--- config.mk ---
export PLATFORM = sky130hd
export DESIGN_NAME = and_gate_sequencer
export DESIGN_NICKNAME = d
export VERILOG_FILES = /design/src/rtl/and_gate_seq_pkg.sv /design/src/rtl/and_gate_sequencer_step_timer.sv /design/src/rtl/and_gate_sequencer.sv
export SDC_FILE = /design/constraint.sdc
export NUM_CORES = 1
export LEC_CHECK = 0
export BUFFER_PORTS_ARGS = -buffer_cell sky130_fd_sc_hd__buf_2
export CAP_MARGIN = 20
export CORE_ASPECT_RATIO = 1.2
export CORE_UTILIZATION = 25
export DETAILED_ROUTE_END_ITERATION = 10
export GPL_TIMING_DRIVEN = 0
export MAX_ROUTING_LAYER = met4
export PLACE_DENSITY = 0.46
export SYNTH_ARGS = -nofsm -noshare
export SYNTH_HDL_FRONTEND = slang
export SYNTH_HIERARCHICAL = 1
export SYNTH_SLANG_ARGS = --single-unit
--- constraint.sdc ---
create_clock -name i_clk -period 5.6 [get_ports i_clk]
set_clock_uncertainty 0.2 [all_clocks]
set_input_delay 1.12 -clock i_clk [delete_from_list [all_inputs] [get_ports i_clk]]
set_output_delay 1.12 -clock i_clk [all_outputs]
set_load 0.02 [all_outputs]
--- src/rtl/and_gate_seq_pkg.sv ---
// Shared types and helpers for the AND-gate self-test sequencer.
// Pure definitions: no latency and no flow control.
package and_gate_seq_pkg;

    typedef enum logic [1:0] {
        IDLE  = 2'd0,
        DRIVE = 2'd1,
        DONE  = 2'd2
    } state_t;

    localparam int NUM_VECTORS = 4;

    // Vector v drives a=v[1], b=v[0], so an AND gate is high only for v==3.
    function automatic logic exp_out(input logic [1:0] v);
        return v == 2'd3;
    endfunction

endpackage

--- src/rtl/and_gate_sequencer_step_timer.sv ---
// Hold-period counter: o_last is high on the final cycle of each STEP_CYCLES window.
// Free-runs while i_clear is low and wraps itself at terminal count; no backpressure.
module step_timer #(
    parameter int STEP_CYCLES = 10
) (
    input  logic i_clk,
    input  logic i_rst_n,
    input  logic i_clear,
    output logic o_last
);

    localparam int CNT_W = $clog2(STEP_CYCLES);
    localparam logic [CNT_W-1:0] LAST = CNT_W'(STEP_CYCLES - 1);

    logic [CNT_W-1:0] cnt;

    assign o_last = (cnt == LAST);

    always_ff @(posedge i_clk or negedge i_rst_n) begin
        if (!i_rst_n) begin
            cnt <= '0;
        end else if (i_clear || o_last) begin
            cnt <= '0;
        end else begin
            cnt <= cnt + CNT_W'(1);
        end
    end

endmodule

--- src/rtl/and_gate_sequencer.sv ---
// Sweeps the AND gate through all four input vectors, holding each STEP_CYCLES cycles.
// Sweep takes 4*STEP_CYCLES busy cycles plus a one-cycle DONE; starts during a sweep are dropped.
module and_gate_sequencer
    import and_gate_seq_pkg::*;
#(
    parameter int STEP_CYCLES = 10
) (
    input  logic       i_clk,
    input  logic       i_rst_n,
    input  logic       i_start,
    input  logic       i_gate_out,
    output logic       o_a,
    output logic       o_b,
    output logic       o_busy,
    output logic       o_done,
    output logic       o_pass,
    output logic [3:0] o_fail_mask
);

    localparam logic [1:0] LAST_VEC = 2'(NUM_VECTORS - 1);

    state_t                   state;
    logic [1:0]               vidx;
    logic [1:0]               vnext;
    logic                     last;
    logic                     timer_clear;
    logic [NUM_VECTORS-1:0]   mask_upd;

    assign vnext       = vidx + 2'd1;
    assign timer_clear = (state != DRIVE);

    step_timer #(
        .STEP_CYCLES (STEP_CYCLES)
    ) u_step_timer (
        .i_clk   (i_clk),
        .i_rst_n (i_rst_n),
        .i_clear (timer_clear),
        .o_last  (last)
    );

    // Mask including this cycle's sample, so o_pass can be registered alongside o_done.
    always_comb begin
        mask_upd       = o_fail_mask;
        mask_upd[vidx] = (i_gate_out != exp_out(vidx));
    end

    always_ff @(posedge i_clk or negedge i_rst_n) begin
        if (!i_rst_n) begin
            state       <= IDLE;
            vidx        <= 2'd0;
            o_a         <= 1'b0;
            o_b         <= 1'b0;
            o_busy      <= 1'b0;
            o_done      <= 1'b0;
            o_pass      <= 1'b0;
            o_fail_mask <= 4'b0000;
        end else begin
            case (state)
                IDLE: begin
                    o_done <= 1'b0;
                    if (i_start) begin
                        state       <= DRIVE;
                        vidx        <= 2'd0;
                        o_a         <= 1'b0;
                        o_b         <= 1'b0;
                        o_busy      <= 1'b1;
                        o_pass      <= 1'b0;
                        o_fail_mask <= 4'b0000;
                    end
                end
                DRIVE: begin
                    if (last) begin
                        o_fail_mask <= mask_upd;
                        if (vidx == LAST_VEC) begin
                            state  <= DONE;
                            o_busy <= 1'b0;
                            o_done <= 1'b1;
                            o_pass <= ~|mask_upd;
                        end else begin
                            vidx <= vnext;
                            o_a  <= vnext[1];
                            o_b  <= vnext[0];
                        end
                    end
                end
                DONE: begin
                    o_done <= 1'b0;
                    state  <= IDLE;
                end
                default: begin
                    state  <= IDLE;
                    o_busy <= 1'b0;
                    o_done <= 1'b0;
                end
            endcase
        end
    end

endmodule

### After elaboration in Yosys (flattened, before gate mapping)

Index checks and enable logic that the tools add are counted.

* bits in registers: 17
* input bits: 4
* output and inout bits: 9

* add/subtract/negate cells: 2
* $lt $le $gt $ge: 2
* equality and inequality tests: 10
* mux-type cells: 32
* bitwise gates (word level): 1
* reductions and logical operators: 12

Operators with widths (number)
* $mux 1: 14
* $mux 2: 6
* $mux 4: 3
* $reduce_and 4->1: 3
* $pmux 2 s2: 2
* $pmux 4 s2: 1
* $ne 2x2->1 const B: 3
* $pmux 1 s2: 3
* $reduce_and 3->1: 2
* $add 4x1->4 const B: 1
* $bwmux 4: 1
* $eq 2x2->1 const B: 2
* $eq 4x4->1 const B: 1
* $ne 2x1->1 const B: 2
* $reduce_or 4->1: 1
* $lt 2x3->1 const B: 1
* $pmux 1 s3: 1
* $add 2x1->2 const B: 1
* $demux 1 s2: 1
* $eq 2x1->1 const B: 1
* $ge 2x1->1 const B: 1
* $logic_not 2->1: 1
* $reduce_and 2->1: 1
* $reduce_bool 2->1: 1
* 5 further kinds: 5

### Longest topological paths before layout

Gate-level depths: netlist (run 1).

* word-level depth: 10
* depth in mapped cells: 8
* gate-level depth less buffers: 7

### Modules after synthesis

Netlist (run 1), hierarchy kept.

By module, submodules not included
* and_gate_sequencer: times used 1, cells each 57, area each 604.3 µm², sequential area each 275.3 µm²
* step_timer: times used 1, cells each 20, area each 203.9 µm², sequential area each 100.1 µm²

### Least setup slack after synthesis (run 1)

Ideal clock, no wire load.

* path kind: input to register
* start point: input port i_start
* end point: register vidx[1]
* setup time: 122 ps
* data arrival time: 1812 ps
* data required time: 5278 ps
* slack: 3467 ps
* stages: 3
* buffers on the path: 0
* cell sequence: or3b_4 -> a21boi_1 -> a32o_1

* cells in the longest elaborated chain, start to end: 2

Ends and longest elaborated chain
* from (decl): RTL line and_gate_sequencer.sv:10 `input logic i_start,`
* $ne 2x2->1 (no line)
* $reduce_and 4->1 (no line)
* to (signal assigned): RTL line and_gate_sequencer.sv:80 `vidx <= vnext;`
* to (decl): RTL line and_gate_sequencer.sv:23 `logic [1:0] vidx;`

No other way between the ends.
A chain may end at the register's enable or synchronous reset.

==> results.toml, run 1 <==
[setup_path]
end_kind = "primary output"
worst_path_max_delay_cell = "dfrtp_1"
path_delay_family = "flip-flops"
critPathBufInv = 1
slowest_delay_ns = 0.49
cp_cell_sequence = "buf_2"
critPathLaunchType = "flop"
path_max_fanout = 8
required_ns = 4.28
worstPathArrival_ns = 0.98
critPathKind = "flop to primary output"

[sta]
period_share_pct = 41.2
tightest_slew_ns = 0.395
finalSetupTns_ns = 0
rsz0062_at_grt = "false"
fin_crit_ns = 2.30
setup_viol = 0
fmax_mhz = 434
hold_viol_final = 0
slew_headroom_pct = 73.5
finalHoldWorstSlack_ns = 0.297
fin_ws_ns = 3.30
timing.final.max_slew_violations = 0

[finish]
stdcell_area_sq_um = 940
drive_gt1_share_pct = 23.7
instances_no_fill = 129
final_util_pct = 30.5
nets = 105
syn_to_final_growth_pct = 16.3
antenna_cells = 0

[place]
numPortBuffers = 12
dpl.cell_count = 125
place_area_sq_um = 913
hpwl_mm = 1.12
preCtsSetupSlack_ns = 3.31
gp_congestion = 0.721

[pwr]
clkPwrFrac_pct = 13.8
swShare_pct = 40.9
cellPowerDensity_mw_per_mm2 = 470
power_frac_seq_pct = 43.5
p_int_mw = 0.261
ir_worst_vdd_mv = 0.185
power.total_mw = 0.441
power.leakage_nw = 0.475
p_sw_mw = 0.180
p_comb_share_pct = 42.8

[logic_synthesis]
synthCells = 77
ys_seq_area_share_pct = 46.4
ys_seq_elements = 15
syn_avg_cell_area_sq_um = 10.5
ys_types = 29
synth_nets = 88
syn_area_sq_um = 808
yosysWarnings = 6

[detailed_routing]
first_pass_iters = 3
wl_per_cell_microns = 11.7
drt-vias-per-instance = 4.55
vias = 587
drt_iter0_markers = 15
ant_nets = 0
routed_wl_mm = 1.51
drc = 0

[clock_tree]
cts_root_buf = "clkbuf_4"
cts_resized = 0
cts.clk_slew.worst_paths_ns = 0.09
cts_max_path_buffers = 2
htreeDepth = 1
clkLatencyLatePin_ns = 0.28
holdBufCountCts = 0
clock-sinks = 15
post-cts-setup-buffers = 0
cts_buffers = 3
cts_tree = "yes"

[min_path]
min_path_type = "flop to flop"

[global_route]
grt_pass1_wl_mm = 2.66
grt_antenna_before_repair = 0
grt_max_degree = 16
grt_pass1_vias = 611
grt.overflow.total = 0
grt_usage_pct = 11.1

[run]
max-cap-violations = 0

[floorplan]
start_util_pct = 26.2
die_h_microns = 64.3
fp.dieW_microns = 53.9
rows = 22
io_pins = 13
coreArea_sq_mm = 0.00308
fp.dieArea_sq_mm = 0.00347

[outcome]
outcome = "completed"
[power groups by stage]
stage,registers [mW],clock network (mW),logic [mW]
4_1_cts,0.193,0.0652,0.192
5_1_grt,0.201,0.0680,0.215
6_report,0.192,0.0608,0.189
3_5_place_dp,0.195,0,0.191
3_3_place_gp,0.192,0,0.187
2_1_floorplan,0.219,0,0.108
[flip-flops by register name, indices dropped and copies added, names as in the netlist]
register          flops
o_busy                1
o_done                1
o_fail_mask           4
o_pass                1
state                 2
u_step_timer/cnt      4
vidx                  2
[kinds of logic (layout without fill, tap and decap cells)]
| kind of cell | after synthesis | count (layout) | synth area share [%] |
|---|---|---|---|
| AND/OR/NAND/NOR | 28 | 28 | 19.0 |
| flip-flops | 15 | 15 | 46.4 |
| adder cells (fa/ha/maj) | 7 | 7 | 10.8 |
| multiplexers | 4 | 4 | 5.11 |
| buffers and inverters | 7 | 23 | 3.40 |
| AO/OA/AOI/OAI | 15 | 15 | 14.1 |
| XOR/XNOR | 1 | 1 | 1.08 |
[layout by cell type, fill, tap and decap left out, types with 2 or more instances in the layout]
| master | instances |
|---|---|
| ha_1 | 7 |
| inv_1 | 6 |
| a31oi_1 | 2 |
| dfrtp_1 | 15 |
| nand2b_1 | 2 |
| o2bb2ai_1 | 2 |
| or2b_1 | 2 |
| mux2i_1 | 3 |
| buf_2 | 12 |
| clkbuf_4 | 3 |
| a21oi_1 | 3 |
| o21bai_1 | 2 |
| nand2_1 | 10 |
| nor2_1 | 6 |
[synth_stat cells]
master,count,area [sq um]
a21boi_2,1,11.3
a31oi_1,2,12.5
or3b_4,1,11.3
and3b_2,1,10.0
o21bai_1,2,15.0
dfrtp_1,15,375
a21boi_1,1,7.51
clkbuf_2,1,5.00
and2b_2,1,8.76
or2b_1,2,15.0
inv_1,6,22.5
ha_1,7,87.6
a22o_2,1,10.0
xnor2_1,1,8.76
nand3_1,1,5.00
mux2i_1,3,30.0
nand3b_1,1,7.51
nor2_1,6,22.5
nor2b_1,1,6.26
o2111ai_1,1,8.76
nand2_1,10,37.5
mux2_2,1,11.3
a32o_1,1,10.0
nand4b_1,1,8.76
nand2b_1,2,12.5
o2bb2ai_1,2,17.5
a21oi_1,3,15.0
o22ai_1,1,6.26
or3b_1,1,8.76
[path summary, 6_finish.rpt]
check	from	endpoint	slack, ns	cells past startpoint
setup / recovery	vidx[0]$_DFFE_PN0P_	o_b	3.30	1
hold / removal	o_fail_mask[3]$_DFFE_PN0P_	o_fail_mask[3]$_DFFE_PN0P_	0.30	1
setup reg to reg	u_step_timer/cnt[1]$_DFF_PN0_	vidx[0]$_DFFE_PN0P_	3.60	7
hold reg to reg	o_fail_mask[3]$_DFFE_PN0P_	o_fail_mask[3]$_DFFE_PN0P_	0.30	1
max in group asynchronous	i_rst_n	o_done$_DFFE_PN0P_	4.42	1
min in group asynchronous	i_rst_n	o_fail_mask[2]$_DFFE_PN0P_	0.53	1
[worst register-to-register path, cell delays in order (launching register included)]
cell     delay, ns
dfrtp_1       0.42
inv_1         0.07
ha_1          0.15
nand2_1       0.09
nor2_1        0.26
nor2b_1       0.18
mux2_2        0.33
a22o_2        0.20
[per-layer routing]
| metal | up-vias | track usage (%) | wire [microns] |
|---|---|---|---|
| met1 | 276 | 14.0 | 708 |
| met3 | 2 | 2.14 | 61 |
| met5 | - | - | 0 |
| met4 | 0 | 5.92 | 16 |
| met2 | 12 | 16.2 | 725 |
| li1 | 297 | - | - |
[final cells by class]
type	count	area, sq um
buffer	1	5.00
clock buffer	4	26.3
timing repair buffer	12	60.1
multi-input combinational	55	405
fill	330	2140
inverter	6	22.5
tap	36	45.0
sequential	15	375
No activity file was read; power rests on OpenSTA's default activity.
==> run 2: changes to the inputs <==
==> constraint.sdc (replaced) <==
create_clock -name i_clk -period 2.26 [get_ports i_clk]
set_clock_uncertainty 0.2 [all_clocks]
set_input_delay 0.452 -clock i_clk [delete_from_list [all_inputs] [get_ports i_clk]]
set_output_delay 0.452 -clock i_clk [all_outputs]
set_load 0.02 [all_outputs]
==> run 2 against run 1 <==
  * Via count increased by 0.34%
  * Sequential cell count unchanged
  * Hold slack did not move
  * Critical path depth is 6 higher
  * Die area unchanged
  * Clock-buffer cell count is the same
  * Combinational power is 150% higher
  * Clock power rose by 150%
  * Critical path type is now flop to flop
  * Largest cell class unchanged
  * Largest power group unchanged
==> results.toml, run 2 (synthesis results as in run 1) <==
[sta]
fmax_mhz = 500
tightest_slew_ns = 0.395
fin_ws_ns = 0.260
finalSetupTns_ns = 0
hold_viol_final = 0
rsz0062_at_grt = "false"
fin_crit_ns = 2.00
period_share_pct = 88.5
finalHoldWorstSlack_ns = 0.297
slew_headroom_pct = 73.5
timing.final.max_slew_violations = 0
setup_viol = 0

[clock_tree]
cts_buffers = 3
clkLatencyLatePin_ns = 0.28
cts_resized = 0
cts_tree = "yes"
cts_max_path_buffers = 2
htreeDepth = 1
cts_root_buf = "clkbuf_4"
cts.clk_slew.worst_paths_ns = 0.09
clock-sinks = 15

[finish]
stdcell_area_sq_um = 950
final_common_cell = "dfrtp_1"
nets = 106
fillers = 329
syn_to_final_growth_pct = 17.5
antenna_cells = 0
mostFrequentLayoutCells = "15 x dfrtp_1, 12 x buf_2, 10 x nand2_1, 7 x ha_1"
largestRegisters = "o_fail_mask (4), u_step_timer/cnt (4)"
drive_gt1_share_pct = 23.4

[detailed_routing]
drc = 0
drt_iter0_markers = 15
first_pass_iters = 3
wl_per_cell_microns = 11.7
routed_wl_mm = 1.52
ant_nets = 0
drt-vias-per-instance = 4.53
vias = 589

[place]
gp_congestion = 0.721
preCtsSetupSlack_ns = 0.256
hpwl_mm = 1.12
numPortBuffers = 12
place_area_sq_um = 913

[setup_path]
worstPathArrival_ns = 1.98
slowest_delay_ns = 0.42
cp_cell_sequence = "inv_1 -> ha_1 -> nand2_1 -> nor2_1 -> nor2b_1 -> mux2_2 -> a22o_2"
end_kind = "flop"
path_delay_family = "simple AND/OR/NAND/NOR gates"
path_max_fanout = 5
critPathLaunchType = "flop"
worst_path_max_delay_cell = "dfrtp_1"
critPathBufInv = 1
critPathKind = "flop to flop"
required_ns = 2.24

[floorplan]
io_pins = 13
coreArea_sq_mm = 0.00308
fp.dieW_microns = 53.9
start_util_pct = 26.2
fp.dieArea_sq_mm = 0.00347
die_h_microns = 64.3
rows = 22

[global_route]
grt_pass1_vias = 611
grt.overflow.total = 0
grt_max_degree = 16
grt_usage_pct = 11.1
grt_antenna_before_repair = 0
grt_pass1_wl_mm = 2.66

[pwr]
cellPowerDensity_mw_per_mm2 = 1150
power.leakage_nw = 0.479
ir_worst_vdd_mv = 0.458
power.total_mw = 1.09

[outcome]
outcome = "completed"

[min_path]
min_path_type = "flop to flop"

[run]
max-cap-violations = 0
run 2: cell count changes in the layout (fill, tap and decap cells not counted), sizes merged:
cell	previous run	this run
dlygate4sd3	0	1
run 2: worst reg2reg max path: stages (launching register included):
cell and delay (ns):
dfrtp_1 0.42, inv_1 0.07, ha_1 0.15, nand2_1 0.09
nor2_1 0.26, nor2b_1 0.18, mux2_2 0.33, a22o_2 0.20
run 2: final timing paths:
kind | startpoint | to | slack [ns] | cells past startpoint
min in group asynchronous | i_rst_n | o_fail_mask[2]$_DFFE_PN0P_ | 0.40 | 2
setup reg to reg | u_step_timer/cnt[1]$_DFF_PN0_ | vidx[0]$_DFFE_PN0P_ | 0.26 | 7
hold reg to reg | o_fail_mask[3]$_DFFE_PN0P_ | o_fail_mask[3]$_DFFE_PN0P_ | 0.30 | 1
hold / removal | o_fail_mask[3]$_DFFE_PN0P_ | o_fail_mask[3]$_DFFE_PN0P_ | 0.30 | 1
setup / recovery | u_step_timer/cnt[1]$_DFF_PN0_ | vidx[0]$_DFFE_PN0P_ | 0.26 | 7
max in group asynchronous | i_rst_n | o_done$_DFFE_PN0P_ | 1.20 | 2
run 2: cell type report:
cell class	count	area [sq um]	area share, %
Multi-Input combinational cell	55	405	42.7
Sequential cell	15	375	39.5
Timing Repair Buffer	13	70.1	7.38
Tap cell	36	45.0	4.74
Clock buffer	4	26.3	2.77
Inverter	6	22.5	2.37
Buffer	1	5.00	0.527
run 2: what timing repair did:
item	4_1_cts	5_1_grt
hold buffers	1	0
endpoints found under the hold margin	15	0
buffers inserted	0	0
run 2: report_power, final:
| part | internal (mW) | total (mW) | switching, mW |
|---|---|---|---|
| Clock | 0.0684 | 0.151 | 0.0822 |
| Combinational | 0.209 | 0.469 | 0.260 |
| Sequential | 0.370 | 0.475 | 0.105 |
run 2: metal layers:
metal  vias up  wire length [microns]  GRT usage, %
met1       276                    717          14.0
met2        12                    727          16.2
li1        299                      -             -
met4         0                     16          5.92
met3         2                     58          2.14
met5         -                      0             -
run 2: stage by stage:
| stage | cells | utilization [%] |
|---|---|---|
| 2_1_floorplan | 77 | - |
| 3_3_place_gp | 125 | 29.6 |
| 3_5_place_dp | 125 | 29.6 |
| 4_1_cts | 130 | 30.8 |
| 5_1_grt | 130 | 30.8 |
| 6_report | 130 | 30.8 |
==> run 3: changes to the inputs <==
--- a/config.mk
+++ b/config.mk
@@ -7,7 +7,7 @@
 export LEC_CHECK = 0
 export BUFFER_PORTS_ARGS = -buffer_cell sky130_fd_sc_hd__buf_2
 export CAP_MARGIN = 20
-export CORE_ASPECT_RATIO = 1.2
+export CORE_ASPECT_RATIO = 0.8
 export CORE_UTILIZATION = 25
 export DETAILED_ROUTE_END_ITERATION = 10
 export GPL_TIMING_DRIVEN = 0
==> run 3 against run 2 <==
  * Sequential share of layout area is 1.0 points lower
  * Clock power is 41% higher
  * Final area grew 2.6%
  * Hold slack got worse by 0.011 ns
  * Critical path depth did not move
  * Critical path type unchanged
  * Largest cell class unchanged
  * Largest power group unchanged
==> results.toml, run 3 (synthesis results as in run 1) <==
[setup_path]
critPathKind = "flop to flop"
required_ns = 2.19
worstPathArrival_ns = 1.95
end_kind = "flop"
r2r_end = "vidx[0]$_DFFE_PN0P_"
reg2reg_depth = 7
critPathLaunchType = "flop"
r2r_start = "u_step_timer/cnt[1]$_DFF_PN0_"
r2r_slack_ns = 0.24
path_max_fanout = 5

[detailed_routing]
first_pass_iters = 3
vias = 584
drt-vias-per-instance = 4.36
drt_iter0_markers = 26
drc = 0
wl_per_cell_microns = 11.0
routed_wl_mm = 1.48
ant_nets = 0

[sta]
tightest_slew_ns = 0.441
slew_headroom_pct = 70.4
period_share_pct = 89.5
fmax_mhz = 495
finalHoldWorstSlack_ns = 0.286
finalSetupTns_ns = 0
timing.final.max_slew_violations = 0
rsz0062_at_grt = "false"
fin_ws_ns = 0.238
fin_crit_ns = 2.02
hold_viol_final = 0
setup_viol = 0

[finish]
nets = 106
syn_to_final_growth_pct = 20.6
drive_gt1_share_pct = 24.5
final_util_pct = 31.6
final_common_cell = "dfrtp_1"
antenna_cells = 0
fillers = 336
largestRegisters = "o_fail_mask (4), u_step_timer/cnt (4)"
mostFrequentLayoutCells = "15 x dfrtp_1, 12 x buf_2, 10 x nand2_1, 7 x ha_1"

[place]
gp_congestion = 0.696
preCtsSetupSlack_ns = 0.269
hpwl_mm = 1.11
numPortBuffers = 12

[clock_tree]
clock-sinks = 15
cts_buffers = 3
cts_tree = "yes"
clkLatencyLatePin_ns = 0.24
cts_resized = 0
post-cts-setup-buffers = 0
cts.clk_slew.worst_paths_ns = 0.06
htreeDepth = 1
holdBufCountCts = 1
cts_root_buf = "clkbuf_8"
cts_max_path_buffers = 2

[global_route]
grt_antenna_before_repair = 0
grt_pass1_vias = 530
grt_pass1_wl_mm = 2.62
grt_max_degree = 16
grt_usage_pct = 10.6
grt.overflow.total = 0

[outcome]
outcome = "completed"

[pwr]
ir_worst_vdd_mv = 0.409
p_comb_share_pct = 40.3
cellPowerDensity_mw_per_mm2 = 1190
p_sw_mw = 0.456
swShare_pct = 39.4
p_int_mw = 0.702
power_frac_seq_pct = 41.3
clkPwrFrac_pct = 18.4
power.leakage_nw = 0.490

[floorplan]
start_util_pct = 26.2
fp.dieArea_sq_mm = 0.00347
io_pins = 13
die_h_microns = 52.9
fp.dieW_microns = 65.6
coreArea_sq_mm = 0.00309
rows = 18

[run]
max-cap-violations = 0

[min_path]
min_delay_path_depth = 1
min-delay-start = "o_pass$_DFFE_PN0P_"
hold_end = "o_pass$_DFFE_PN0P_"
min_path_type = "flop to flop"
[run 3: cell count changes in the layout (fill, tap and decap cells not counted)]
cell | previous run | this run
clkbuf_8 | 0 | 3
clkinv_2 | 0 | 1
clkbuf_4 | 3 | 0
clkbuf_1 | 1 | 0
[run 3: worst max path at each step]
stage	start	endpoint	slack, ns
floorplan	u_step_timer/cnt[1]$_DFF_PN0_	vidx[0]$_DFFE_PN0P_	0.42
global placement	u_step_timer/cnt[1]$_DFF_PN0_	vidx[0]$_DFFE_PN0P_	0.25
detailed placement	u_step_timer/cnt[1]$_DFF_PN0_	vidx[0]$_DFFE_PN0P_	0.27
CTS	u_step_timer/cnt[1]$_DFF_PN0_	vidx[0]$_DFFE_PN0P_	0.24
global route	u_step_timer/cnt[1]$_DFF_PN0_	vidx[0]$_DFFE_PN0P_	0.10
finish	u_step_timer/cnt[1]$_DFF_PN0_	vidx[0]$_DFFE_PN0P_	0.24
[run 3: layout make-up]
type                       count  area (sq um)  area share, %
clock inverter                 1          5.00          0.513
clock buffer                   3          41.3           4.24
tap                           40          50.0           5.13
multi-input combinational     55           405           41.6
timing repair buffer          13          70.1           7.19
buffer                         1          5.00          0.513
inverter                       6          22.5           2.31
sequential                    15           375           38.5
[run 3: power by group through the flow]
stage / Combinational [mW] / Sequential [mW] / Clock [mW]
final: 0.466 / 0.478 / 0.213
after global routing: 0.533 / 0.501 / 0.235
after CTS: 0.472 / 0.480 / 0.222
after detailed placement: 0.469 / 0.485 / 0
after global placement: 0.468 / 0.479 / 0
after floorplan: 0.266 / 0.543 / 0
[run 3: through the flow]
step                area, sq um  std cells  total power, mW
floorplan                   808         77            0.809
global placement            918        129            0.947
detailed placement          918        129            0.953
CTS                         975        134             1.17
global route                975        134             1.27
finish                      975        134             1.16
[run 3: worst max-delay path: stages, from the launching register on]
cell	delay [ns]
dfrtp_1	0.41
inv_1	0.06
ha_1	0.15
nand2_1	0.09
nor2_1	0.28
nor2b_1	0.19
mux2_2	0.34
a22o_2	0.20
[run 3: layer usage]
layer | up-vias | GRT usage, % | wire length (microns)
li1 | 302 | - | -
met1 | 271 | 15.2 | 837
met2 | 9 | 13.9 | 565
met3 | 2 | 3.88 | 62
met4 | 0 | 2.17 | 10
met5 | - | - | 0
